===== config.mk =====
export PLATFORM = sky130hd
export DESIGN_NAME = bus_control_sequencer_8259
export DESIGN_NICKNAME = d
export VERILOG_FILES = /design/src/rtl/pic8259_pkg.sv /design/src/rtl/pic8259_strobe_sync.sv /design/src/rtl/bus_control_sequencer_8259.sv
export SDC_FILE = /design/constraint.sdc
export NUM_CORES = 1
export LEC_CHECK = 0
export CORE_ASPECT_RATIO = 0.75
export CORE_MARGIN = 3
export CORE_UTILIZATION = 40
export DETAILED_ROUTE_END_ITERATION = 10
export GPL_ROUTABILITY_DRIVEN = 0
export MAX_ROUTING_LAYER = met4
export PLACE_DENSITY = 0.64
export SLEW_MARGIN = 15
export SYNTH_ARGS = -nofsm -noshare
export SYNTH_HDL_FRONTEND = slang
export SYNTH_SLANG_ARGS = --single-unit

===== constraint.sdc =====
create_clock -name clock -period 3 [get_ports clock]
set_input_delay 0.6 -clock clock [delete_from_list [all_inputs] [get_ports clock]]
set_output_delay 0.6 -clock clock [all_outputs]
set_load 0.1 [all_outputs]

===== src/rtl/pic8259_pkg.sv =====
// Shared types and decode constants for the 8259 bus control sequencer.
// Optional feature macro used by the top: PIC8259_PROTOCOL_ERROR_EN.
package pic8259_pkg;

   typedef enum logic [1:0] {
      READY     = 2'd0,
      WAIT_ICW2 = 2'd1,
      WAIT_ICW3 = 2'd2,
      WAIT_ICW4 = 2'd3
   } init_state_t;

   localparam int ICW1_SEL_BIT  = 4;
   localparam int OCW3_SEL_BIT  = 3;
   localparam int ICW1_SNGL_BIT = 1;
   localparam int ICW1_IC4_BIT  = 0;

   typedef struct packed {
      logic ocw3;
      logic ocw2;
      logic ocw1;
      logic icw4;
      logic icw3;
      logic icw2;
      logic icw1;
   } cmd_strobe_t;

endpackage


===== src/rtl/pic8259_strobe_sync.sv =====
// Multi-stage synchroniser for an active-low asynchronous CPU strobe.
// Resets to 1 so an idle (deasserted) strobe is seen during and after reset.
module pic8259_strobe_sync #(
   parameter int SYNC_STAGES = 2
) (
   input  logic clock,
   input  logic reset_n,
   input  logic async_in,
   output logic sync_out
);

   logic [SYNC_STAGES-1:0] stages;

   // NOTE: sequential state uses non-blocking assignments so every flop samples pre-edge values.
   always_ff @(posedge clock or negedge reset_n) begin
      if (!reset_n) stages <= '1;
      else          stages <= {stages[SYNC_STAGES-2:0], async_in};
   end

   assign sync_out = stages[SYNC_STAGES-1];

endmodule


===== src/rtl/bus_control_sequencer_8259.sv =====
// Clocked 8259 data-bus control: strobe sync, write commit, ICW/OCW decode and init FSM.
// Define PIC8259_PROTOCOL_ERROR_EN to add protocol_error / error_count outputs.
module bus_control_sequencer_8259
   import pic8259_pkg::*;
#(
   parameter int DATA_WIDTH  = 8,
   parameter int SYNC_STAGES = 2
) (
   input  logic                  clock,
   input  logic                  reset_n,
   input  logic                  chip_select_n,
   input  logic                  read_enable_n,
   input  logic                  write_enable_n,
   input  logic                  address,
   input  logic [DATA_WIDTH-1:0] data_bus_in,
   output logic [DATA_WIDTH-1:0] internal_data_bus,
   output logic                  write_initial_command_word_1,
   output logic                  write_initial_command_word_2,
   output logic                  write_initial_command_word_3,
   output logic                  write_initial_command_word_4,
   output logic                  write_operation_control_word_1,
   output logic                  write_operation_control_word_2,
   output logic                  write_operation_control_word_3,
   output logic                  read,
   output logic                  read_address,
`ifdef PIC8259_PROTOCOL_ERROR_EN
   output logic                  protocol_error,
   output logic [7:0]            error_count,
`endif
   output logic                  init_busy
);

   logic cs_s, rd_s, wr_s;
   logic wr_prev, cs_prev, read_prev;
   logic pending_valid, pending_a0;
   logic [DATA_WIDTH-1:0] pending_data;
   logic capture, wr_rise, commit, abort, drop;
   logic load_cfg;
   init_state_t state_q, state_d;
   logic single_mode, ic4;
   cmd_strobe_t strobe_d, strobe_q;

   pic8259_strobe_sync #(.SYNC_STAGES(SYNC_STAGES)) u_sync_cs (
      .clock(clock), .reset_n(reset_n), .async_in(chip_select_n), .sync_out(cs_s));
   pic8259_strobe_sync #(.SYNC_STAGES(SYNC_STAGES)) u_sync_rd (
      .clock(clock), .reset_n(reset_n), .async_in(read_enable_n), .sync_out(rd_s));
   pic8259_strobe_sync #(.SYNC_STAGES(SYNC_STAGES)) u_sync_wr (
      .clock(clock), .reset_n(reset_n), .async_in(write_enable_n), .sync_out(wr_s));

   assign capture = ~wr_s & ~cs_s;
   assign wr_rise = wr_s & ~wr_prev;
   // Commit only a captured write whose chip select was still active just before WR rose.
   assign commit  = wr_rise & pending_valid & ~cs_prev;
   assign abort   = wr_rise & pending_valid & cs_prev;

   always_comb begin
      // NOTE: every combinational output gets a default first so no latch is inferred.
      state_d  = state_q;
      strobe_d = '0;
      load_cfg = 1'b0;
      drop     = 1'b0;
      if (commit) begin
         if (!pending_a0 && pending_data[ICW1_SEL_BIT]) begin
            strobe_d.icw1 = 1'b1;
            load_cfg      = 1'b1;
            state_d       = WAIT_ICW2;
         end else if (pending_a0) begin
            case (state_q)
               READY: strobe_d.ocw1 = 1'b1;
               WAIT_ICW2: begin
                  strobe_d.icw2 = 1'b1;
                  if (!single_mode) state_d = WAIT_ICW3;
                  else if (ic4)     state_d = WAIT_ICW4;
                  else              state_d = READY;
               end
               WAIT_ICW3: begin
                  strobe_d.icw3 = 1'b1;
                  state_d       = ic4 ? WAIT_ICW4 : READY;
               end
               WAIT_ICW4: begin
                  strobe_d.icw4 = 1'b1;
                  state_d       = READY;
               end
            endcase
         end else if (state_q == READY) begin
            if (pending_data[OCW3_SEL_BIT]) strobe_d.ocw3 = 1'b1;
            else                            strobe_d.ocw2 = 1'b1;
         end else begin
            drop = 1'b1;
         end
      end
   end

   always_ff @(posedge clock or negedge reset_n) begin
      if (!reset_n) begin
         state_q           <= READY;
         strobe_q          <= '0;
         internal_data_bus <= '0;
         single_mode       <= 1'b0;
         ic4               <= 1'b0;
         wr_prev           <= 1'b1;
         cs_prev           <= 1'b1;
         read_prev         <= 1'b0;
         read_address      <= 1'b0;
         pending_valid     <= 1'b0;
      end else begin
         state_q   <= state_d;
         strobe_q  <= strobe_d;
         wr_prev   <= wr_s;
         cs_prev   <= cs_s;
         read_prev <= read;
         if (|strobe_d) internal_data_bus <= pending_data;
         if (load_cfg) begin
            single_mode <= pending_data[ICW1_SNGL_BIT];
            ic4         <= pending_data[ICW1_IC4_BIT];
         end
         if (read && !read_prev) read_address <= address;
         if (capture)      pending_valid <= 1'b1;
         else if (wr_rise) pending_valid <= 1'b0;
      end
   end

   // NOTE: the pending data register is not reset; pending_valid guards every use of it.
   always_ff @(posedge clock) begin
      if (capture) {pending_a0, pending_data} <= {address, data_bus_in};
   end

`ifdef PIC8259_PROTOCOL_ERROR_EN
   always_ff @(posedge clock or negedge reset_n) begin
      if (!reset_n) begin
         protocol_error <= 1'b0;
         error_count    <= '0;
      end else begin
         protocol_error <= drop | abort;
         if ((drop || abort) && error_count != 8'hFF) error_count <= error_count + 8'd1;
      end
   end
`endif

   // A concurrent write keeps read low: the write wins.
   assign read      = ~rd_s & ~cs_s & wr_s;
   assign init_busy = (state_q != READY);

   assign write_initial_command_word_1   = strobe_q.icw1;
   assign write_initial_command_word_2   = strobe_q.icw2;
   assign write_initial_command_word_3   = strobe_q.icw3;
   assign write_initial_command_word_4   = strobe_q.icw4;
   assign write_operation_control_word_1 = strobe_q.ocw1;
   assign write_operation_control_word_2 = strobe_q.ocw2;
   assign write_operation_control_word_3 = strobe_q.ocw3;

endmodule


Word level (Yosys, flattened, before mapping)
Index checks and enable logic that the tools add are counted.
Widths: inputs -> output; s select.
- output and inout port bits: 18
- input port bits: 14
- bits in registers: 39
- logic and storage cells: 66
- eq/ne operators: 3
- reduce and logical (&&, ||, !) cells: 11
- muxes and demuxes: 20
- bitwise operators: 11
- operators by type and width (kind ; number):
    $mux 2 ; 6
    $mux 1 ; 10
    $mux 7 ; 1
    $reduce_or 7->1 ; 1
    $and 1x1->1 ; 6
    $mux 6 ; 1
    $pmux 2 s3 ; 1
    $reduce_bool 2->1 ; 3
    $not 1->1 ; 5
    $eq 2x2->1 const B ; 2
    $mux 4 ; 1
    $reduce_bool 4->1 ; 1
    $reduce_and 3->1 ; 1
    $eq 2x1->1 const B ; 1
    $logic_and 1x1->1 ; 2
    $logic_not 1->1 ; 2
    $logic_not 2->1 ; 1

Logic depth before layout (Yosys ltp)
- depth in word-level cells: 6
- mapped depth: 5
- depth with buffers taken out: 3

Cells and area by module
A second synthesis with hierarchy kept.
- cells, all modules: 89
- area, all modules: 1390.1 um^2
- by module, submodules not included (module ; area an instance (um^2) ; cells an instance ; sequential area each (um^2) ; times used):
    bus_control_sequencer_8259 ; 1232.4 ; 83 ; 873.3 ; 1
    pic8259_strobe_sync ; 52.6 ; 2 ; 52.6 ; 3

Worst setup path after synthesis
OpenSTA, ideal clock, no wires.
- path kind: register -> register
- start point: register u_sync_wr.stages[1]
- end point: register read_address
- data required time: 2875 ps
- setup slack: -559 ps
- data arrival time: 3434 ps
- stages on the path, launching flop included: 4
- library setup time: 125 ps
- clock period less this slack: 3559 ps
- buffers on the path: 0
- path through: dfstp_2 > nor3b_1 > nor2b_1 > mux2_2
- word-level cells in the longest chain between the ends: 2
- RTL lines (item ; line ; RTL):
    start, declared ; pic8259_strobe_sync.sv:12 ; logic [SYNC_STAGES-1:0] stages;
    start signal, assigned ; pic8259_strobe_sync.sv:17 ; else stages <= {stages[SYNC_STAGES-2:0], async_in};
    $and 1x1->1 ; bus_control_sequencer_8259.sv:141 ; assign read = ~rd_s & ~cs_s & wr_s;
    net read ; bus_control_sequencer_8259.sv:24 ; output logic read,
    $logic_and 1x1->1 ; bus_control_sequencer_8259.sv:117 ; if (read && !read_prev) read_address <= address;
    end signal, assigned ; bus_control_sequencer_8259.sv:117 ;
    end, declared ; bus_control_sequencer_8259.sv:25 ; output logic read_address,
The timed path passes the listed nets, and every way through them passes these cells.
A chain may end at the register's enable or synchronous reset.

Final worst setup path
- start point: register u_sync_wr.stages[1]
- end point: output port read
- word-level cells in the longest chain between the ends: 1
- RTL lines (item ; line):
    $and 1x1->1 ; bus_control_sequencer_8259.sv:141
    end, declared ; bus_control_sequencer_8259.sv:24
No other way between the ends.

==> summary.txt <==
Outcome
  – Status: finished clean

Worst setup path
  – Reg2reg end: internal_data_bus[1]
  – Crit. End Element: output pin
  – Crit path DAT: 1.41 ns
  – Crit Path Class: reg -> out
  – Worst Path Max Fanout: 5
  – Startpoint Class: flop
  – Crit path from: u_sync_wr.stages[1]
  – Reg2Reg Depth: 3
  – CP Data Required Time: 2.40 ns
  – Reg2reg setup slack: 1.18 ns
  – FF-to-FF Start: u_sync_wr.stages[1]

Layout
  – Final Cell Area: 1820 um^2
  – Share of layout cells above drive strength 1: 0.384
  – Fill count: 251
  – Nets: 138
  – Area Overhead vs Synth: 30.3%
  – Ant diodes: 0
  – Filler-free cell count of the finished design: approximately 160

STA
  – Final Slew Violations: 0
  – Setup_tns: 0 ns
  – Layout Skew: 0.00289 ns
  – Final Hold Viols: 0
  – Tcrit/Tclk final: 0.671
  – RSZ-0062 raised after global routing: no
  – Worst slew margin: 0.432
  – F_max: 497 MHz
  – Final setup violation count: 0
  – Final min period: between 2 and 2.5 ns
  – Worst-Margin Slew: 0.848 ns

Clock tree
  – Post-CTS setup repair buffer count: 0
  – H-tree depth: 2
  – CTS root buffer: clkbuf_8
  – Cts hold-fix bufs: 0
  – Maximum root-to-sink buffer count: 2
  – CTS tree: yes
  – CTS buffer count: 5
  – Clock transition at the registers of the reported paths: 0.07 ns
  – Resize count post-CTS: 0
  – Clock Sinks: 39
  – Clock latency on the worst-skew pair: between 0.2 and 0.3 ns

Placed design
  – PortBufs: 31
  – DP HPWL: 1680 um
  – Placed inst area: roughly 1700 um^2
  – Dpl cells: 155

Yosys
  – Synth cell types: 26
  – Most frequent cell after synthesis: dfrtp_1
  – Synthesized net count: 101
  – Dominant cells by area after synthesis: dfrtp_1, edfxtp_1, dfstp_2
  – Area of the mapped netlist: ~1400 um^2
  – Avg Synthesized Cell Area: 16.1 um^2
  – Number of enable flip-flop cells after synthesis: 9
  – Area leader, netlist: dfrtp_1
  – Synth top area share: 0.394
  – Post-synthesis register bit count: 39
  – Top_reg_cell synth: dfrtp_1
  – Ys async rst share: 0.769
  – Post-Syn Instances: 87
  – Yosys warns: 0
  – Top cells by count, synth: dfrtp_1, edfxtp_1, dfstp_2, mux2_4, nand2_1
  – Post-synthesis sequential area ratio: 0.737

Flow run
  – Max-Cap Viols: 0

Pwr
  – Psw: 0.499 mW
  – Seq pwr share: 0.429
  – Pwr Total: about 1.5 mW
  – Internal power: 0.974 mW
  – Clk network pwr share: 0.299
  – Switch share: 0.339
  – Gate power share: 0.272
  – Power density over the cells: 808 nW/um^2
  – Maximum vdd drop: ~0.40 mV
  – Total leakage power: 0.825 nW

Die
  – # IOs: 32
  – Core area: 3130 um^2
  – Row count: 17
  – Die width: about 74 um
  – DIE AREA: ~4300 um^2
  – Starting density of the core: 0.447
  – DIE HEIGHT: 57.2 um

Route
  – Post-DRT Antenna Nets: 0
  – Initial DRT Pass Iterations: 4
  – Vias per std cell: around 4.9
  – DRT Wirelength: ~2300 um
  – Via count: between 700 and 800
  – Routed len/inst: 14.0 um
  – Initial DRC count: 73
  – Drc violations: 0

GRT
  – Largest net degree at the start of global routing: 31
  – First-pass GRT wire length: 4130 um
  – Vias in the first global route: 877
  – Initial antenna violation count: 0
  – Grt total ovfl: 0
  – Total track usage: 0.134

Worst hold path
  – Hold path endpoint: u_sync_wr.stages[1]
  – Worst Hold Launch: u_sync_wr.stages[0]
  – Worst min path class: reg -> reg
  – Depth of the worst hold-timing path: 0
worst max-delay path by stage:
stage / slack (ns) / cells after the start / endpoint
detailed placement: 1.16 / 3 / internal_data_bus[7]
finish: 0.99 / 2 / read
global route: 0.91 / 2 / read
global placement: 1.21 / 3 / internal_data_bus[3]
floorplan: 0.51 / 3 / read_address
CTS: 0.96 / 2 / read
final cells by class:
type / count / area [um^2] / area share
inverters: 4 / 15.0 / 0.00824
well taps: 38 / 47.5 / 0.0261
multi-input cells: 42 / 339 / 0.186
repair buffers: 32 / 273 / 0.150
clock inverters: 2 / 35.0 / 0.0192
flip-flops and latches: 39 / 1030 / 0.566
clock buffers: 6 / 82.6 / 0.0453
state kept, by name, indices dropped and copies added, names as in the netlist:
name                            cells
cs_prev                             1
ic4                                 1
internal_data_bus                   8
pending_a0                          1
pending_data                        8
pending_valid                       1
read_address                        1
read_prev                           1
single_mode                         1
state_q                             2
u_sync_cs.stages                    2
u_sync_rd.stages                    2
u_sync_wr.stages                    2
wr_prev                             1
write_initial_command_word_1        1
write_initial_command_word_2        1
write_initial_command_word_3        1
write_initial_command_word_4        1
write_operation_control_word_1      1
write_operation_control_word_2      1
write_operation_control_word_3      1
power groups by stage:
stage / Clock (mW) / Combinational, mW / Sequential [mW]
6_report: 0.440 / 0.400 / 0.632
2_1_floorplan: 0 / 0.0795 / 0.867
3_5_place_dp: 0 / 0.405 / 0.642
3_3_place_gp: 0 / 0.400 / 0.640
5_1_grt: 0.482 / 0.415 / 0.641
4_1_cts: 0.452 / 0.404 / 0.633
metrics by stage:
step	worst slack (ns)	util	hold WS, ns
3_5_place_dp	1.16	0.545	0.347
3_3_place_gp	1.21	0.545	0.345
6_report	0.987	0.583	0.358
5_1_grt	0.912	0.583	0.365
2_1_floorplan	0.513	-	0.304
4_1_cts	0.960	0.583	0.358
cell families after synthesis:
group / synth area share
DFF: 0.737
buffers and inverters: 0.0241
muxes: 0.0993
AOI/OAI and AO/OA: 0.0385
xor gates and xnor gates: 0.00626
and+or+nand+nor: 0.0948
worst max-delay path, cell delays in order, from the launching register on:
cell and delay [ns]:
dfstp_2 0.56, nor3b_2 0.24, buf_4 0.33
layout by cell type (no fill, tap or decap), types with 2 or more instances in the layout:
| master | n |
|---|---|
| dfrtp_1 | 22 |
| buf_4 | 19 |
| clkdlybuf4s50_1 | 13 |
| edfxtp_1 | 9 |
| dfstp_2 | 8 |
| mux2_4 | 7 |
| clkbuf_8 | 6 |
| nand2_1 | 5 |
| nor2_1 | 4 |
| inv_1 | 4 |
| nor2b_1 | 4 |
| mux2_2 | 3 |
| nor3_1 | 2 |
| o21ai_0 | 2 |
| a21oi_1 | 2 |
layer usage:
metal | vias to the layer above | share of wire | track usage
met2 | 28 | 0.47 | 0.198
met4 | 0 | 0.020 | 0.0609
li1 | 373 | - | -
met5 | - | 0 | -
met3 | 7 | 0.077 | 0.0493
met1 | 389 | 0.43 | 0.164
(Power assumes the default switching activity.)
